## src/rtl/mips_loader_pkg.sv

```systemverilog
// Shared types for the boot-time program loader: FSM states, stream field sizes
// and small state-classification helpers.
package mips_loader_pkg;

  localparam int HDR_BYTES   = 4;
  localparam int CKSUM_BYTES = 1;

  typedef enum logic [2:0] {
    HDR_BASE,
    HDR_CNT,
    PAYLOAD,
    CKSUM,
    RELEASE,
    DONE,
    ERROR
  } state_t;

  // States in which the link is open for bytes.
  function automatic logic takes_bytes(input state_t s);
    return s inside {HDR_BASE, HDR_CNT, PAYLOAD, CKSUM};
  endfunction

  // States whose bytes are packed into big-endian 32-bit words.
  function automatic logic builds_words(input state_t s);
    return s inside {HDR_BASE, HDR_CNT, PAYLOAD};
  endfunction

endpackage

```

## src/rtl/byte_word_assembler.sv

```systemverilog
// Packs a byte stream into big-endian 32-bit words; word/word_valid present the
// completed word in the same cycle its fourth byte is accepted.
module byte_word_assembler
  import mips_loader_pkg::*;
(
  input  logic        clock1,
  input  logic        reset_n,
  input  logic        clear,
  input  logic        byte_en,
  input  logic [7:0]  byte_in,
  output logic [31:0] word,
  output logic        word_valid
);

  logic [1:0]  idx_reg;
  logic [23:0] shift_reg;

  // The first three bytes are held; the fourth completes the word directly.
  assign word       = {shift_reg, byte_in};
  assign word_valid = byte_en && (idx_reg == 2'(HDR_BYTES - 1));

  always_ff @(posedge clock1) begin
    if (!reset_n || clear) begin
      idx_reg   <= '0;
      shift_reg <= '0;
    end else if (byte_en) begin
      idx_reg   <= idx_reg + 2'd1;
      shift_reg <= {shift_reg[15:0], byte_in};
    end
  end

endmodule

```

## src/rtl/mips_program_loader.sv

```systemverilog
// Boot loader in front of the mips_32 core: parses BASE/COUNT/PAYLOAD/CKSUM from a
// byte stream, writes words into core memory, then releases the core from hold.
module mips_program_loader
  import mips_loader_pkg::*;
#(
  parameter int AW        = 8,
  parameter int MEM_DEPTH = 1 << AW
) (
  input  logic          clock1,
  input  logic          reset_n,
  input  logic          load_req,
  input  logic [7:0]    rx_data,
  input  logic          rx_valid,
  output logic          rx_ready,
  output logic          mem_we,
  output logic [AW-1:0] mem_addr,
  output logic [31:0]   mem_wdata,
  output logic          cpu_hold,
  output logic          cpu_start,
  output logic          load_done,
  output logic          cksum_err,
  output logic          ovf_err
);

  state_t        state_reg;
  logic          rx_ready_reg;
  logic          mem_we_reg;
  logic [AW-1:0] mem_addr_reg;
  logic [31:0]   mem_wdata_reg;
  logic          cpu_hold_reg;
  logic          cpu_start_reg;
  logic          load_done_reg;
  logic          cksum_err_reg;
  logic          ovf_err_reg;
  logic [AW-1:0] base_reg;
  logic [31:0]   cnt_reg;
  logic [31:0]   widx_reg;
  logic [7:0]    acc_reg;

  logic          accept;
  logic          asm_clear;
  logic          word_valid;
  logic [31:0]   word;
  logic [32:0]   span;

  assign accept    = rx_valid && rx_ready_reg;
  assign asm_clear = load_req && (state_reg == DONE || state_reg == ERROR);
  // 33-bit sum so a huge COUNT cannot wrap past the memory-depth check.
  assign span      = 33'(base_reg) + {1'b0, word};

  byte_word_assembler u_asm (
    .clock1     (clock1),
    .reset_n    (reset_n),
    .clear      (asm_clear),
    .byte_en    (accept && builds_words(state_reg)),
    .byte_in    (rx_data),
    .word       (word),
    .word_valid (word_valid)
  );

  always_ff @(posedge clock1) begin
    if (!reset_n) begin
      state_reg     <= HDR_BASE;
      rx_ready_reg  <= 1'b0;
      mem_we_reg    <= 1'b0;
      mem_addr_reg  <= '0;
      mem_wdata_reg <= '0;
      cpu_hold_reg  <= 1'b1;
      cpu_start_reg <= 1'b0;
      load_done_reg <= 1'b0;
      cksum_err_reg <= 1'b0;
      ovf_err_reg   <= 1'b0;
      base_reg      <= '0;
      cnt_reg       <= '0;
      widx_reg      <= '0;
      acc_reg       <= '0;
    end else begin
      mem_we_reg    <= 1'b0;
      cpu_start_reg <= 1'b0;
      rx_ready_reg  <= takes_bytes(state_reg);
      case (state_reg)
        HDR_BASE: begin
          if (word_valid) begin
            base_reg  <= word[AW-1:0];
            state_reg <= HDR_CNT;
          end
        end
        HDR_CNT: begin
          if (word_valid) begin
            cnt_reg  <= word;
            widx_reg <= '0;
            if (span > 33'(MEM_DEPTH)) begin
              ovf_err_reg  <= 1'b1;
              state_reg    <= ERROR;
              rx_ready_reg <= 1'b0;
            end else if (word == 32'd0) begin
              state_reg <= CKSUM;
            end else begin
              state_reg <= PAYLOAD;
            end
          end
        end
        PAYLOAD: begin
          if (accept) acc_reg <= acc_reg ^ rx_data;
          // The final word's write cycle overlaps CKSUM so the checksum byte needs no bubble.
          if (word_valid) begin
            mem_we_reg    <= 1'b1;
            mem_addr_reg  <= base_reg + widx_reg[AW-1:0];
            mem_wdata_reg <= word;
            widx_reg      <= widx_reg + 32'd1;
            if (widx_reg + 32'd1 == cnt_reg) state_reg <= CKSUM;
          end
        end
        CKSUM: begin
          if (accept) begin
            rx_ready_reg <= 1'b0;
            if (rx_data == acc_reg) begin
              state_reg     <= RELEASE;
              cpu_hold_reg  <= 1'b0;
              cpu_start_reg <= 1'b1;
              load_done_reg <= 1'b1;
            end else begin
              state_reg     <= ERROR;
              cksum_err_reg <= 1'b1;
            end
          end
        end
        RELEASE: begin
          state_reg <= DONE;
        end
        DONE, ERROR: begin
          if (load_req) begin
            cpu_hold_reg  <= 1'b1;
            load_done_reg <= 1'b0;
            cksum_err_reg <= 1'b0;
            ovf_err_reg   <= 1'b0;
            acc_reg       <= '0;
            state_reg     <= HDR_BASE;
            rx_ready_reg  <= 1'b1;
          end
        end
        default: begin
          state_reg    <= HDR_BASE;
          rx_ready_reg <= 1'b0;
        end
      endcase
    end
  end

  assign rx_ready  = rx_ready_reg;
  assign mem_we    = mem_we_reg;
  assign mem_addr  = mem_addr_reg;
  assign mem_wdata = mem_wdata_reg;
  assign cpu_hold  = cpu_hold_reg;
  assign cpu_start = cpu_start_reg;
  assign load_done = load_done_reg;
  assign cksum_err = cksum_err_reg;
  assign ovf_err   = ovf_err_reg;

endmodule
```

## config.mk

```make
export PLATFORM = sky130hd
export DESIGN_NAME = mips_program_loader
export DESIGN_NICKNAME = d
export VERILOG_FILES = /design/src/rtl/mips_loader_pkg.sv /design/src/rtl/byte_word_assembler.sv /design/src/rtl/mips_program_loader.sv
export SDC_FILE = /design/constraint.sdc
export NUM_CORES = 1
export LEC_CHECK = 0
export ABC_AREA = 0
export CORE_MARGIN = 5
export CORE_UTILIZATION = 60
export DETAILED_ROUTE_END_ITERATION = 8
export GPL_TIMING_DRIVEN = 0
export PLACE_DENSITY = 0.89
export SYNTH_ARGS = -nofsm -noshare
export SYNTH_HDL_FRONTEND = slang
export SYNTH_HIERARCHICAL = 1
export SYNTH_SLANG_ARGS = --single-unit
```

## constraint.sdc

```tcl
create_clock -name clock1 -period 7.99 [get_ports clock1]
set_input_delay 1.598 -clock clock1 [delete_from_list [all_inputs] [get_ports clock1]]
set_output_delay 1.598 -clock clock1 [all_outputs]
set_load 0.05 [all_outputs]
```

==> impl_results.html <==
<table>
<tr><th>Metric</th><th>Value</th></tr>
<tr><th colspan="2">Timing</th></tr>
<tr><td>Minimum period implied by the final worst setup slack</td><td>~5.1 ns</td></tr>
<tr><td>Final setup violation count</td><td>0</td></tr>
<tr><td>Worst hold slack across all endpoints</td><td>0.448 ns</td></tr>
<tr><td>Total Negative Setup Slacks</td><td>0 ns</td></tr>
<tr><td>Setup repair after global routing missed its margin</td><td>no</td></tr>
<tr><td>Worst setup skew after layout</td><td>0.00915 ns</td></tr>
<tr><td>Measured slew at the worst slew-check pin</td><td>1.05 ns</td></tr>
<tr><td>Slew Viols, Final</td><td>0</td></tr>
<tr><td>Worst slew margin relative to its limit</td><td>29.8%</td></tr>
<tr><td>Number of failing hold endpoints at the final stage</td><td>0</td></tr>
<tr><td>Fraction of the cycle the final worst path needs</td><td>64.1%</td></tr>
<tr><td>Highest attainable clock frequency</td><td>195 MHz</td></tr>
<tr><th colspan="2">Logic synthesis</th></tr>
<tr><td>Count of cell types in the netlist</td><td>between 60 and 70</td></tr>
<tr><td>Area share of the largest cell type after synthesis</td><td>between 30% and 40%</td></tr>
<tr><td>Cell type with the largest total area after synthesis</td><td>dfxtp_1</td></tr>
<tr><td>Fraction of registers with async set/reset</td><td>0%</td></tr>
<tr><td>Cell Area, Synth</td><td>0.00862 mm2</td></tr>
<tr><td>Fraction of the mapped netlist area in compound gates</td><td>17.0%</td></tr>
<tr><td>Post-synthesis sequential area ratio</td><td>roughly 36%</td></tr>
<tr><td>Count of flip-flops with a built-in enable after synthesis</td><td>0</td></tr>
<tr><td>Synth Flop Type</td><td>dfxtp_1</td></tr>
<tr><td>Number of cells produced by synthesis</td><td>1103</td></tr>
<tr><td>Top cells by area, synth</td><td>dfxtp_1 (36%), nand2_1 (8.6%), a21oi_1 (7.9%), xnor2_1 (5.3%), nor2_1 (3.7%)</td></tr>
<tr><td>Combinational family with the most area after synthesis</td><td>simple AND/OR/NAND/NOR gates</td></tr>
<tr><td>Area share of fa/ha/maj cells after synthesis</td><td>2.93%</td></tr>
<tr><td>Syn nets</td><td>1134</td></tr>
<tr><td>Average size of a mapped cell</td><td>7.82 um2</td></tr>
<tr><td>Synthesized-area fraction occupied by and/or/nand/nor cells</td><td>26.2%</td></tr>
<tr><td>Top cells by count, synth</td><td>nand2_1 (197), dfxtp_1 (156), a21oi_1 (136)</td></tr>
<tr><td>Xor and xnor area share after synthesis</td><td>8.02%</td></tr>
<tr><td>Total of warnings raised by yosys</td><td>6</td></tr>
<tr><td>Library cell with the highest instance count after synthesis</td><td>nand2_1</td></tr>
<tr><td>Share of synthesized area spent on multiplexers</td><td>3.99%</td></tr>
<tr><td>Yosys reg bits</td><td>between 150 and 200</td></tr>
<tr><th colspan="2">Worst setup path</th></tr>
<tr><td>Maximum fanout along the worst path</td><td>10</td></tr>
<tr><td>Kind of cell adding the most delay to the critical path</td><td>compound AO/OA/AOI/OAI gates</td></tr>
<tr><td>CP endpoint kind</td><td>flip-flop</td></tr>
<tr><td>Critical Path RT</td><td>8.30 ns</td></tr>
<tr><td>Worst R2R End</td><td>widx_reg[13]</td></tr>
<tr><td>Crit-path cells</td><td>clkdlybuf4s50_1, buf_4, ha_1, fa_1, a21o_1, a21oi_1, o221ai_1, buf_2, a211oi_1, o22ai_1, or4_1, o31ai_1, a21oi_1</td></tr>
<tr><td>Most frequent cell on the critical path</td><td>a21oi_1</td></tr>
<tr><td>Standard cell with the maximum stage delay on the critical path</td><td>or4_1</td></tr>
<tr><td>Slowest cell delay on critical path</td><td>0.60 ns</td></tr>
<tr><td>R2R Setup Slk</td><td>roughly 4.3 ns</td></tr>
<tr><td>Worst Setup Path Type</td><td>primary input to flip-flop</td></tr>
<tr><td>Data arrival time of the critical path</td><td>around 5.4 ns</td></tr>
<tr><td>Number of buffers and inverters on the critical path</td><td>3</td></tr>
<tr><td>Reg-to-Reg Start</td><td>rx_ready</td></tr>
<tr><td>Startpoint kind of the worst setup timing path</td><td>primary input</td></tr>
<tr><td>Length in cells of the worst reg-to-reg path</td><td>12</td></tr>
<tr><th colspan="2">Final layout</th></tr>
<tr><td>Fill cell count</td><td>1075</td></tr>
<tr><td>Cell area after layout</td><td>0.00997 mm2</td></tr>
<tr><td>Utilization of the core after routing</td><td>71.3%</td></tr>
<tr><td>Final layout net count</td><td>1211</td></tr>
<tr><td>Ratio of cells with drive above 1 in the final layout</td><td>6.54%</td></tr>
<tr><td>Diodes inserted</td><td>0</td></tr>
<tr><td>Area delta synth-&gt;final</td><td>15.6%</td></tr>
<tr><th colspan="2">GRT</th></tr>
<tr><td>Largest net degree at the start of global routing</td><td>17</td></tr>
<tr><td>Global-route wire length before repair</td><td>40.9 mm</td></tr>
<tr><td>Overflow after GRT</td><td>0</td></tr>
<tr><td>Number of global-route vias before repair</td><td>about 8100</td></tr>
<tr><td>Initial antenna violation count</td><td>0</td></tr>
<tr><td>Aggregate global-route resource usage</td><td>between 30 and 40%</td></tr>
<tr><th colspan="2">Worst hold path</th></tr>
<tr><td>Start point of the worst min-delay path</td><td>ovf_err</td></tr>
<tr><td>Hold-critical path endpoint</td><td>ovf_err</td></tr>
<tr><td>Class of the worst hold path</td><td>flip-flop to flip-flop</td></tr>
<tr><td>Worst Hold Depth</td><td>2</td></tr>
<tr><th colspan="2">Detailed routing</th></tr>
<tr><td>Starting DRC count in detailed routing</td><td>between 1000 and 1500</td></tr>
<tr><td>Average vias per placed instance</td><td>6.22</td></tr>
<tr><td>DRC</td><td>0</td></tr>
<tr><td>Antenna Violating Nets Remaining</td><td>0</td></tr>
<tr><td>DR pass1 iterations</td><td>6</td></tr>
<tr><td>Wire length reported by the detailed router</td><td>approximately 26 mm</td></tr>
<tr><td>Vias after detailed routing</td><td>~8500</td></tr>
<tr><td>Wire length per cell after detailed routing</td><td>approximately 19 um</td></tr>
<tr><th colspan="2">Floorplanning</th></tr>
<tr><td>Core ar.</td><td>0.0140 mm2</td></tr>
<tr><td>Chip width</td><td>130 um</td></tr>
<tr><td>Area enclosed by the die boundary</td><td>0.0169 mm2</td></tr>
<tr><td>Initial Util</td><td>between 60% and 70%</td></tr>
<tr><td>Die height</td><td>between 100 and 150 um</td></tr>
<tr><td>Boundary Pins</td><td>59</td></tr>
<tr><td>Number of rows created at floorplan</td><td>43</td></tr>
<tr><th colspan="2">Power</th></tr>
<tr><td>Max rail drop VDD</td><td>~0.19 mV</td></tr>
<tr><td>Leak</td><td>3.59 nW</td></tr>
<tr><td>P per Cell Area</td><td>164 mW/mm2</td></tr>
<tr><th colspan="2">Clocking</th></tr>
<tr><td>Clock Tree Buf Depth</td><td>2</td></tr>
<tr><td>Clk Latency, worst-skew pair</td><td>0.43 ns</td></tr>
<tr><td>Number of H-tree levels</td><td>4</td></tr>
<tr><td>TritonCTS clock tree</td><td>done</td></tr>
<tr><td>Number of instances resized during post-cts repair</td><td>0</td></tr>
<tr><td>TritonCTS buffer count</td><td>17</td></tr>
<tr><td>Post-CTS Hold Fix Bufs</td><td>0</td></tr>
<tr><td>Clock-pin transition on the worst setup and hold timing paths</td><td>about 0.070 ns</td></tr>
<tr><td>Root buf cell</td><td>clkbuf_16</td></tr>
<tr><td>Post-CTS Setup Bufs</td><td>0</td></tr>
<tr><td>Sinks on the clock net</td><td>156</td></tr>
<tr><th colspan="2">Flow run</th></tr>
<tr><td># Max-Cap Violations</td><td>0</td></tr>
<tr><th colspan="2">Outcome</th></tr>
<tr><td>Outcome</td><td>completed</td></tr>
<tr><th colspan="2">Placed design</th></tr>
<tr><td>Port bufs</td><td>58</td></tr>
<tr><td>Placed instance area</td><td>roughly 0.0094 mm2</td></tr>
<tr><td>Detailed-placement wirelength estimate</td><td>18.2 mm</td></tr>
<tr><td>Final RePlAce weighted congestion</td><td>roughly 0.97</td></tr>
</table>
[tightest hold or removal path: cells and delay by family, from the launching register on]
| family | cells | cell delay (ns) |
|---|---|---|
| AO/OA/AOI/OAI | 1 | 0.05 |
| flip-flops | 1 | 0.31 |
| buffers and inverters | 1 | 0.04 |
[layer usage]
metal	vias up	track usage, %	wire (um)
met5	-	0	0
met4	0	15.5	1400
met3	120	8.19	2700
met2	491	49.2	11500
met1	3896	38.4	10300
li1	4029	-	-
[worst max path at each step]
stage / start / end / cells past startpoint
5_1_grt: rx_data[0] / ovf_err / 13
3_3_place_gp: rx_data[0] / ovf_err / 13
3_5_place_dp: rx_data[0] / ovf_err / 13
6_report: rx_data[0] / ovf_err / 13
2_1_floorplan: rx_data[0] / state_reg[0] / 11
4_1_cts: rx_data[0] / ovf_err / 13
[logic make-up after synthesis]
| group | Yosys count |
|---|---|
| AO/OA/AOI/OAI | 248 |
| XOR/XNOR | 79 |
| adder cells (fa/ha/maj) | 19 |
| buffers and inverters | 100 |
| flip-flops | 156 |
| multiplexers | 34 |
| AND/OR/NAND/NOR | 467 |
[metrics by stage]
stage / setup slack [ns] / instances / power, mW
2_1_floorplan: 3.57 / 1103 / 0.857
3_3_place_gp: 2.54 / 1341 / 0.887
3_5_place_dp: 2.52 / 1341 / 0.888
4_1_cts: 2.91 / 1373 / 1.63
5_1_grt: 2.79 / 1373 / 1.67
6_report: 2.87 / 1373 / 1.64
[where the power goes]
group	internal [mW]	switching, mW
Sequential	0.781	0.00854
Combinational	0.0324	0.0525
Clock	0.403	0.358
Total	1.22	0.419
[cell type report]
class	instances	area (um2)	area share (%)
Inverter	16	60.1	0.602
Multi-Input combinational cell	847	5010	50.3
Tap cell	180	225	2.26
Sequential cell	156	3120	31.3
Clock inverter	14	110	1.10
Clock buffer	18	429	4.31
Timing Repair Buffer	58	581	5.82
Buffer	84	425	4.27
[cell usage in the layout, fill, tap and decap left out, types with 13 or more instances in the layout]
cell	n
nand3_1	28
clkdlybuf4s50_1	58
and3_1	19
dfxtp_1	156
clkbuf_16	17
a21oi_1	136
nor3_1	29
o21ai_0	35
nand2_1	197
xnor2_1	52
nor2_1	85
mux2i_1	31
nor4_1	13
nand4_1	24
clkbuf_1	55
inv_1	16
ha_1	17
xor2_1	27
(Power assumes the default switching activity.)
